### src/rtl/hazard_tracker.sv
// hazard_tracker: load-use stall, EX forwarding selects, branch flush and
// exception hold for an in-order pipeline with DEPTH tracked stages after ID
// (slot 0 = EX, slot DEPTH-1 = WB).
//
// Ports:
//   i_clk, i_rst            clock, synchronous active-low reset
//   i_id_*                  decode-stage instruction: valid, sources (+used), dest, regwrite, load
//   i_flush                 branch taken in EX: discard the ID instruction
//   i_hold                  exception freeze: nothing advances, counters frozen
//   o_stall                 hold IF/ID and bubble EX (combinational)
//   o_issue                 ID instruction enters slot 0 at the next edge
//   o_fwd1_sel, o_fwd2_sel  EX operand source: 0 = register file, k = slot k result
//   o_stall_cnt, o_flush_cnt saturating event counters
module hazard_tracker #(
  parameter int RW         = 5,
  parameter int DEPTH      = 3,
  parameter int LOAD_READY = 2,
  parameter int FW         = $clog2(DEPTH)
) (
  input  logic          i_clk,
  input  logic          i_rst,
  input  logic          i_id_valid,
  input  logic [RW-1:0] i_id_rs1n,
  input  logic [RW-1:0] i_id_rs2n,
  input  logic          i_id_rs1_used,
  input  logic          i_id_rs2_used,
  input  logic [RW-1:0] i_id_rdn,
  input  logic          i_id_regwrite,
  input  logic          i_id_memtoreg,
  input  logic          i_flush,
  input  logic          i_hold,
  output logic          o_stall,
  output logic          o_issue,
  output logic [FW-1:0] o_fwd1_sel,
  output logic [FW-1:0] o_fwd2_sel,
  output logic [31:0]   o_stall_cnt,
  output logic [31:0]   o_flush_cnt
);

  // Slot state, bit/element k = slot k.
  logic [DEPTH-1:0]         r_v, r_we, r_ld;
  logic [DEPTH-1:0][RW-1:0] r_rd;
  logic [RW-1:0]            r_ex_rs1n, r_ex_rs2n;
  logic                     r_ex_rs1_used, r_ex_rs2_used;
  logic [31:0]              r_stall_cnt, r_flush_cnt;

  logic          w_stall, w_load_hit, w_issue;
  logic [FW-1:0] w_fwd1, w_fwd2;

  always_comb begin
    w_load_hit = 1'b0;
    // Only loads still short of LOAD_READY (slots 0..LOAD_READY-2) can't be forwarded.
    for (int k = 0; k < DEPTH; k++) begin
      if (k < LOAD_READY - 1 && r_v[k] && r_we[k] && r_ld[k] &&
          ((i_id_rs1_used && i_id_rs1n != '0 && r_rd[k] == i_id_rs1n) ||
           (i_id_rs2_used && i_id_rs2n != '0 && r_rd[k] == i_id_rs2n)))
        w_load_hit = 1'b1;
    end
    // Flush wins over stall: the ID instruction is being discarded anyway.
    w_stall = w_load_hit & i_id_valid & ~i_flush;
    w_issue = i_id_valid & ~w_stall & ~i_flush & ~i_hold;

    // Scan oldest to youngest so the youngest producer (smallest k) wins.
    w_fwd1 = '0;
    w_fwd2 = '0;
    for (int k = DEPTH - 1; k >= 1; k--) begin
      if (r_v[k] && r_we[k] && r_ex_rs1_used && r_ex_rs1n != '0 && r_rd[k] == r_ex_rs1n)
        w_fwd1 = FW'(k);
      if (r_v[k] && r_we[k] && r_ex_rs2_used && r_ex_rs2n != '0 && r_rd[k] == r_ex_rs2n)
        w_fwd2 = FW'(k);
    end
  end

  always_ff @(posedge i_clk) begin
    if (!i_rst) begin
      r_v           <= '0;
      r_we          <= '0;
      r_ld          <= '0;
      r_rd          <= '0;
      r_ex_rs1n     <= '0;
      r_ex_rs2n     <= '0;
      r_ex_rs1_used <= 1'b0;
      r_ex_rs2_used <= 1'b0;
      r_stall_cnt   <= '0;
      r_flush_cnt   <= '0;
    end else if (!i_hold) begin
      // Slots shift toward WB; slot 0 takes the issued instruction or a bubble.
      r_v  <= {r_v[DEPTH-2:0],  w_issue};
      r_we <= {r_we[DEPTH-2:0], w_issue & i_id_regwrite};
      r_ld <= {r_ld[DEPTH-2:0], w_issue & i_id_memtoreg};
      r_rd <= {r_rd[DEPTH-2:0], i_id_rdn};
      r_ex_rs1n     <= w_issue ? i_id_rs1n : '0;
      r_ex_rs2n     <= w_issue ? i_id_rs2n : '0;
      r_ex_rs1_used <= w_issue & i_id_rs1_used;
      r_ex_rs2_used <= w_issue & i_id_rs2_used;
      if (w_stall && r_stall_cnt != '1) r_stall_cnt <= r_stall_cnt + 32'd1;
      if (i_flush && r_flush_cnt != '1) r_flush_cnt <= r_flush_cnt + 32'd1;
    end
  end

  assign o_stall     = w_stall;
  assign o_issue     = w_issue;
  assign o_fwd1_sel  = w_fwd1;
  assign o_fwd2_sel  = w_fwd2;
  assign o_stall_cnt = r_stall_cnt;
  assign o_flush_cnt = r_flush_cnt;

endmodule
### config.mk
export PLATFORM = sky130hd
export DESIGN_NAME = hazard_tracker
export DESIGN_NICKNAME = d
export VERILOG_FILES = /design/src/rtl/hazard_tracker.sv
export SDC_FILE = /design/constraint.sdc
export NUM_CORES = 1
export LEC_CHECK = 0
export ABC_AREA = 1
export BUFFER_PORTS_ARGS = -buffer_cell sky130_fd_sc_hd__buf_4
export CORE_MARGIN = 2
export CORE_UTILIZATION = 55
export DETAILED_ROUTE_END_ITERATION = 7
export PLACE_DENSITY = 0.91
export SYNTH_ARGS = -nofsm -noshare
export SYNTH_HDL_FRONTEND = slang
export SYNTH_SLANG_ARGS = --single-unit
### constraint.sdc
create_clock -name i_clk -period 3.1 [get_ports i_clk]
set_input_delay 0.155 -clock i_clk [delete_from_list [all_inputs] [get_ports i_clk]]
set_output_delay 0.155 -clock i_clk [all_outputs]
set_load 0.03 [all_outputs]
# Yosys cells after proc, flatten, opt, wreduce, memory -nomap -nowiden
# Index checks and enable logic that the tools add are counted.
# W data, S select, Z words.
word_totals:
  wordCells: 71
  out_inout_bits: 70
  ff_bits: 98
classes:
  eq_ne: 8
  muxes: 7
  add_sub_neg: 2
  n_reduce_logical: 30
  bitwise: 12
op_table:
  columns: ["op", "count"]
  rows:
  - ["$add A32 B1 Y32 const B", 2]
  - ["$ne A32 B32 Y1 const B", 2]
  - ["$eq A5 B5 Y1", 6]
  - ["$logic_and A1 B1 Y1", 23]
  - ["$reduce_bool A5 Y1", 4]
  - ["$mux W5", 2]
  - ["$and A1 B1 Y1", 9]
  - ["$mux W2", 4]
  - ["$reduce_and A2 Y1", 2]
  - ["$not A1 Y1", 3]
  - ["$logic_or A1 B1 Y1", 1]
  - ["$mux W1", 1]

# Longest topological paths before layout
logic_depth:
  word_depth: 13
  mapped_depth: 13
  depth_no_buf: 12

# Worst setup path after synthesis
# Ideal clock, no wire load.
synth_timing:
  kind: "reg-to-output"
  start: "register r_ex_rs2n[0]"
  end: "output port o_fwd2_sel[1]"
  arrival_time_ns: 2.014
  path_stages_with_launch: 6
  n_path_buf: 0
  slack_ns: 0.931
  cell_sequence: "dfxtp_1 xor2_1 nor2_1 nand4_1 nor4_1 nor2_1"
synth_via:
  elab_chain_len: 5
  elab_cells_between_ends: 9
synth_rtl:
  columns: ["element", "line_no", "text"]
  rows:
  - ["start, declared", "43", "logic [RW-1:0] r_ex_rs1n, r_ex_rs2n;"]
  - ["start signal, assigned", "93", "r_ex_rs2n <= w_issue ? i_id_rs2n : '0;"]
  - ["$reduce_bool A5 Y1", "69", "if (r_v[k] && r_we[k] && r_ex_rs2_used && r_ex_rs2n != '0 && r_rd[k] == r_ex_rs2n)"]
  - ["$logic_and A1 B1 Y1 (2 in series)", "69", null]
  - ["$mux W2", "69", null]
  - ["$mux W2 *", "69", null]
  - ["end, declared", "35", "output logic [FW-1:0] o_fwd2_sel,"]
# Every way passes the cells marked *; elsewhere a longest branch is shown, timed or not.

# Worst setup path after layout
layout_timing:
  start: "register r_flush_cnt[0] (netlist: o_flush_cnt[0])"
  end: "register r_flush_cnt[16] (netlist: o_flush_cnt[16])"
layout_via:
  elab_chain_len: 3
  elab_cells_between_ends: 4
layout_rtl:
  columns: ["element", "line_no", "text"]
  rows:
  - ["start, declared", "45", "logic [31:0] r_stall_cnt, r_flush_cnt;"]
  - ["start signal, assigned", "97", "if (i_flush && r_flush_cnt != '1) r_flush_cnt <= r_flush_cnt + 32'd1;"]
  - ["parallel branches: the longest is 3 deep, another holds $add A32 B1 Y32", null, null]
# Parallel ways; which one is timed is not known.
# A chain may end at the register's enable or synchronous reset.

==> results.json <==
{
  "status": "completed",
  "hold_violations": 0,
  "most_used_cells_in_the_layout_excluding_fill_and_tap_cells": "229 x sky130_fd_sc_hd__nand2_1, 117 x sky130_fd_sc_hd__nor2_1, 98 x sky130_fd_sc_hd__buf_4, 98 x sky130_fd_sc_hd__dfxtp_1, 83 x sky130_fd_sc_hd__a21oi_1",
  "tightestPinTransition_ns": 0.949,
  "via_per_inst": 5.31,
  "design_area_sq_um": 6350,
  "path_clk_slew_ns": 0.09,
  "timing.hold.worst_path_depth": 3,
  "post_synth.cell_area_avg_sq_um": 6.65,
  "fin_worst_skew_ns": 0.0108,
  "drv_slew": 0,
  "most_used_dff_post_synth": "sky130_fd_sc_hd__dfxtp_1",
  "ys_seq_elements": 98,
  "maxSlewHeadroom": 0.367,
  "port_buffers": 93,
  "die-area_sq_um": 10600,
  "post_cts.repair.setup_buffers": 0,
  "pin_count_of_the_biggest_net_entering_global_routing": 60,
  "timing.critical_path.to_type": "register",
  "grt_first_pass_wirelength_um": 22400,
  "timing.final.setup_violations": 0,
  "period_share": 0.756,
  "timing.final.crit_period_ns": 2.34,
  "asyncSetResetFlopFracSynth": 0,
  "synth_edf_count": 0,
  "core_region_area_sq_um": 9640,
  "floorplan.initialDensity": 0.557,
  "dr_total_vias": 5458,
  "count_of_mapped_cells_out_of_synthesis": 808,
  "ctsHoldBuffers": 0,
  "die_w_um": 103,
  "gp_congestion": 0.929,
  "synthesis.nets": 834,
  "achievable-frequency_mhz": 427,
  "cts_buffers": 9,
  "grt_setup_unrepaired": "false",
  "antenna_violations_before_repair": 0,
  "worstPathArrival_ns": 2.64,
  "wire_per_inst_um": 13.3,
  "crit_required_ns": 3.40,
  "antenna_cells_inserted": 0,
  "final_common_cell": "sky130_fd_sc_hd__nand2_1",
  "detail_route.drc_violations": 0,
  "power.total_uw": 2480,
  "clock_tree.buffer_depth": 2,
  "finalNetCount": 916,
  "cts_tree": "yes",
  "drive_above_1_share": 0.160,
  "root_buffer": "sky130_fd_sc_hd__clkbuf_8",
  "hp_class": "primary input to register",
  "cts_htree_levels": 3,
  "max_capacitance_violation_count": 0,
  "power.static_leakage_uw": 0.00266,
  "synthesis.area_sq_um": 5370,
  "ant_nets": 0,
  "yosysWarningCount": 0,
  "drt_pass1_iterations": 5,
  "placementRows": 36,
  "synth_unique_cells": 34,
  "reg2regPathDepth": 9,
  "boundaryPins": 94,
  "area_added_between_synthesis_and_finish_pct": 18.2,
  "clock_insertion_delay_worst_skew_ns": 0.36,
  "floorplan.die.height_um": 103,
  "power-per-cell-area_nw_per_um2": 390,
  "first_iter_violations": 332,
  "first_global_vias": 4835,
  "crit_path_max_fanout": 34,
  "detailed_place_hpwl_um": 9890,
  "grt_usage": 0.261,
  "tritoncts_num_sinks": 98,
  "cp-start-kind": "register",
  "fin_setup_tns_ns": 0,
  "placedInstanceArea_sq_um": 6110,
  "postCtsResizedCells": 0,
  "vdd.ir_drop.worst_uv": 208,
  "globalRoute.totalOverflow": 0,
  "synth-seq-area-share": 0.365,
  "criticalPathCategory": "register to register",
  "routed_wirelength_um": 13600
}
cell families after synthesis:
group           Yosys count  synth area share
xor+xnor                 40            0.0652
buf+inv                  95            0.0776
compound gates          117             0.113
simple gates            456             0.374
fa+ha+maj                 2           0.00466
flops                    98             0.365
layer usage:
layer | GRT usage | share of wire | routed length (um)
met3 | 0.0393 | 0.069 | 940
met2 | 0.455 | 0.48 | 6590
met4 | 0.0476 | 0.0051 | 70
met1 | 0.348 | 0.44 | 6020
met5 | 0 | 0 | 0
area by class of cell:
type	instances	area, sq um
Tap cell	133	166
Inverter	68	255
Multi-Input combinational cell	615	2990
Clock buffer	9	124
Timing Repair Buffer	98	736
Clock inverter	6	114
Fill cell	870	3290
Sequential cell	98	1960
registers in the layout, summed over array words and instances (netlist names):
register,cells
r_ex_rs2n,5
r_rd,15
o_flush_cnt,32
r_v,3
r_ld,1
r_ex_rs2_used,1
r_ex_rs1_used,1
r_we,3
o_stall_cnt,32
r_ex_rs1n,5
stage by stage:
step	util	hold WS (ns)	instances	setup slack [ns]
after CTS	0.659	0.0532	1027	0.790
after global routing	0.659	0.0516	1027	0.557
after detailed placement	0.634	0.427	1012	0.809
after global placement	0.634	0.422	1012	0.887
final	0.659	0.0590	1027	0.757
after floorplan	-	0.299	808	0.931
worst max-delay path: stages, from the launching register on:
cell and delay [ns]:
sky130_fd_sc_hd__dfxtp_1 0.47, sky130_fd_sc_hd__ha_1 0.26, sky130_fd_sc_hd__inv_1 0.10, sky130_fd_sc_hd__nor3_2 0.17
sky130_fd_sc_hd__nand4_1 0.20, sky130_fd_sc_hd__o21ai_4 0.39, sky130_fd_sc_hd__inv_2 0.33, sky130_fd_sc_hd__nand2_1 0.16
sky130_fd_sc_hd__o21ai_0 0.09, sky130_fd_sc_hd__nor2_1 0.11
path summary, 6_finish.rpt:
path | startpoint | end | slack, ns
worst min register to register | r_v[0] | r_v[0] | 0.48
worst max register to register | o_flush_cnt[0] | o_flush_cnt[16] | 0.76
worst max-delay path | o_flush_cnt[0] | o_flush_cnt[16] | 0.76
worst min-delay path | i_id_rdn[0] | r_rd[0] | 0.06
synth_stat cells, types with 5 or more instances:
library cell / n / share of area
sky130_fd_sc_hd__a21oi_1: 83 / 0.077
sky130_fd_sc_hd__nand4_1: 22 / 0.026
sky130_fd_sc_hd__nor4_1: 5 / 0.0058
sky130_fd_sc_hd__xnor2_1: 13 / 0.021
sky130_fd_sc_hd__inv_1: 65 / 0.045
sky130_fd_sc_hd__nand3_1: 37 / 0.034
sky130_fd_sc_hd__xor2_1: 27 / 0.044
sky130_fd_sc_hd__o21ai_0: 28 / 0.026
sky130_fd_sc_hd__buf_2: 6 / 0.0056
sky130_fd_sc_hd__dfxtp_1: 98 / 0.37
sky130_fd_sc_hd__buf_6: 5 / 0.010
sky130_fd_sc_hd__clkbuf_1: 10 / 0.0070
sky130_fd_sc_hd__nand2_1: 229 / 0.16
sky130_fd_sc_hd__nand3_2: 14 / 0.026
sky130_fd_sc_hd__nor2_1: 117 / 0.082
sky130_fd_sc_hd__nor3_1: 19 / 0.018
power by group:
part	leakage (uW)	internal (uW)	switching (uW)
Combinational	0.00176	69.2	113
Clock	0.000112	535	453
Sequential	0.000795	1280	26.5
Total	0.00266	1880	593
No activity file was read; power rests on OpenSTA's default activity.
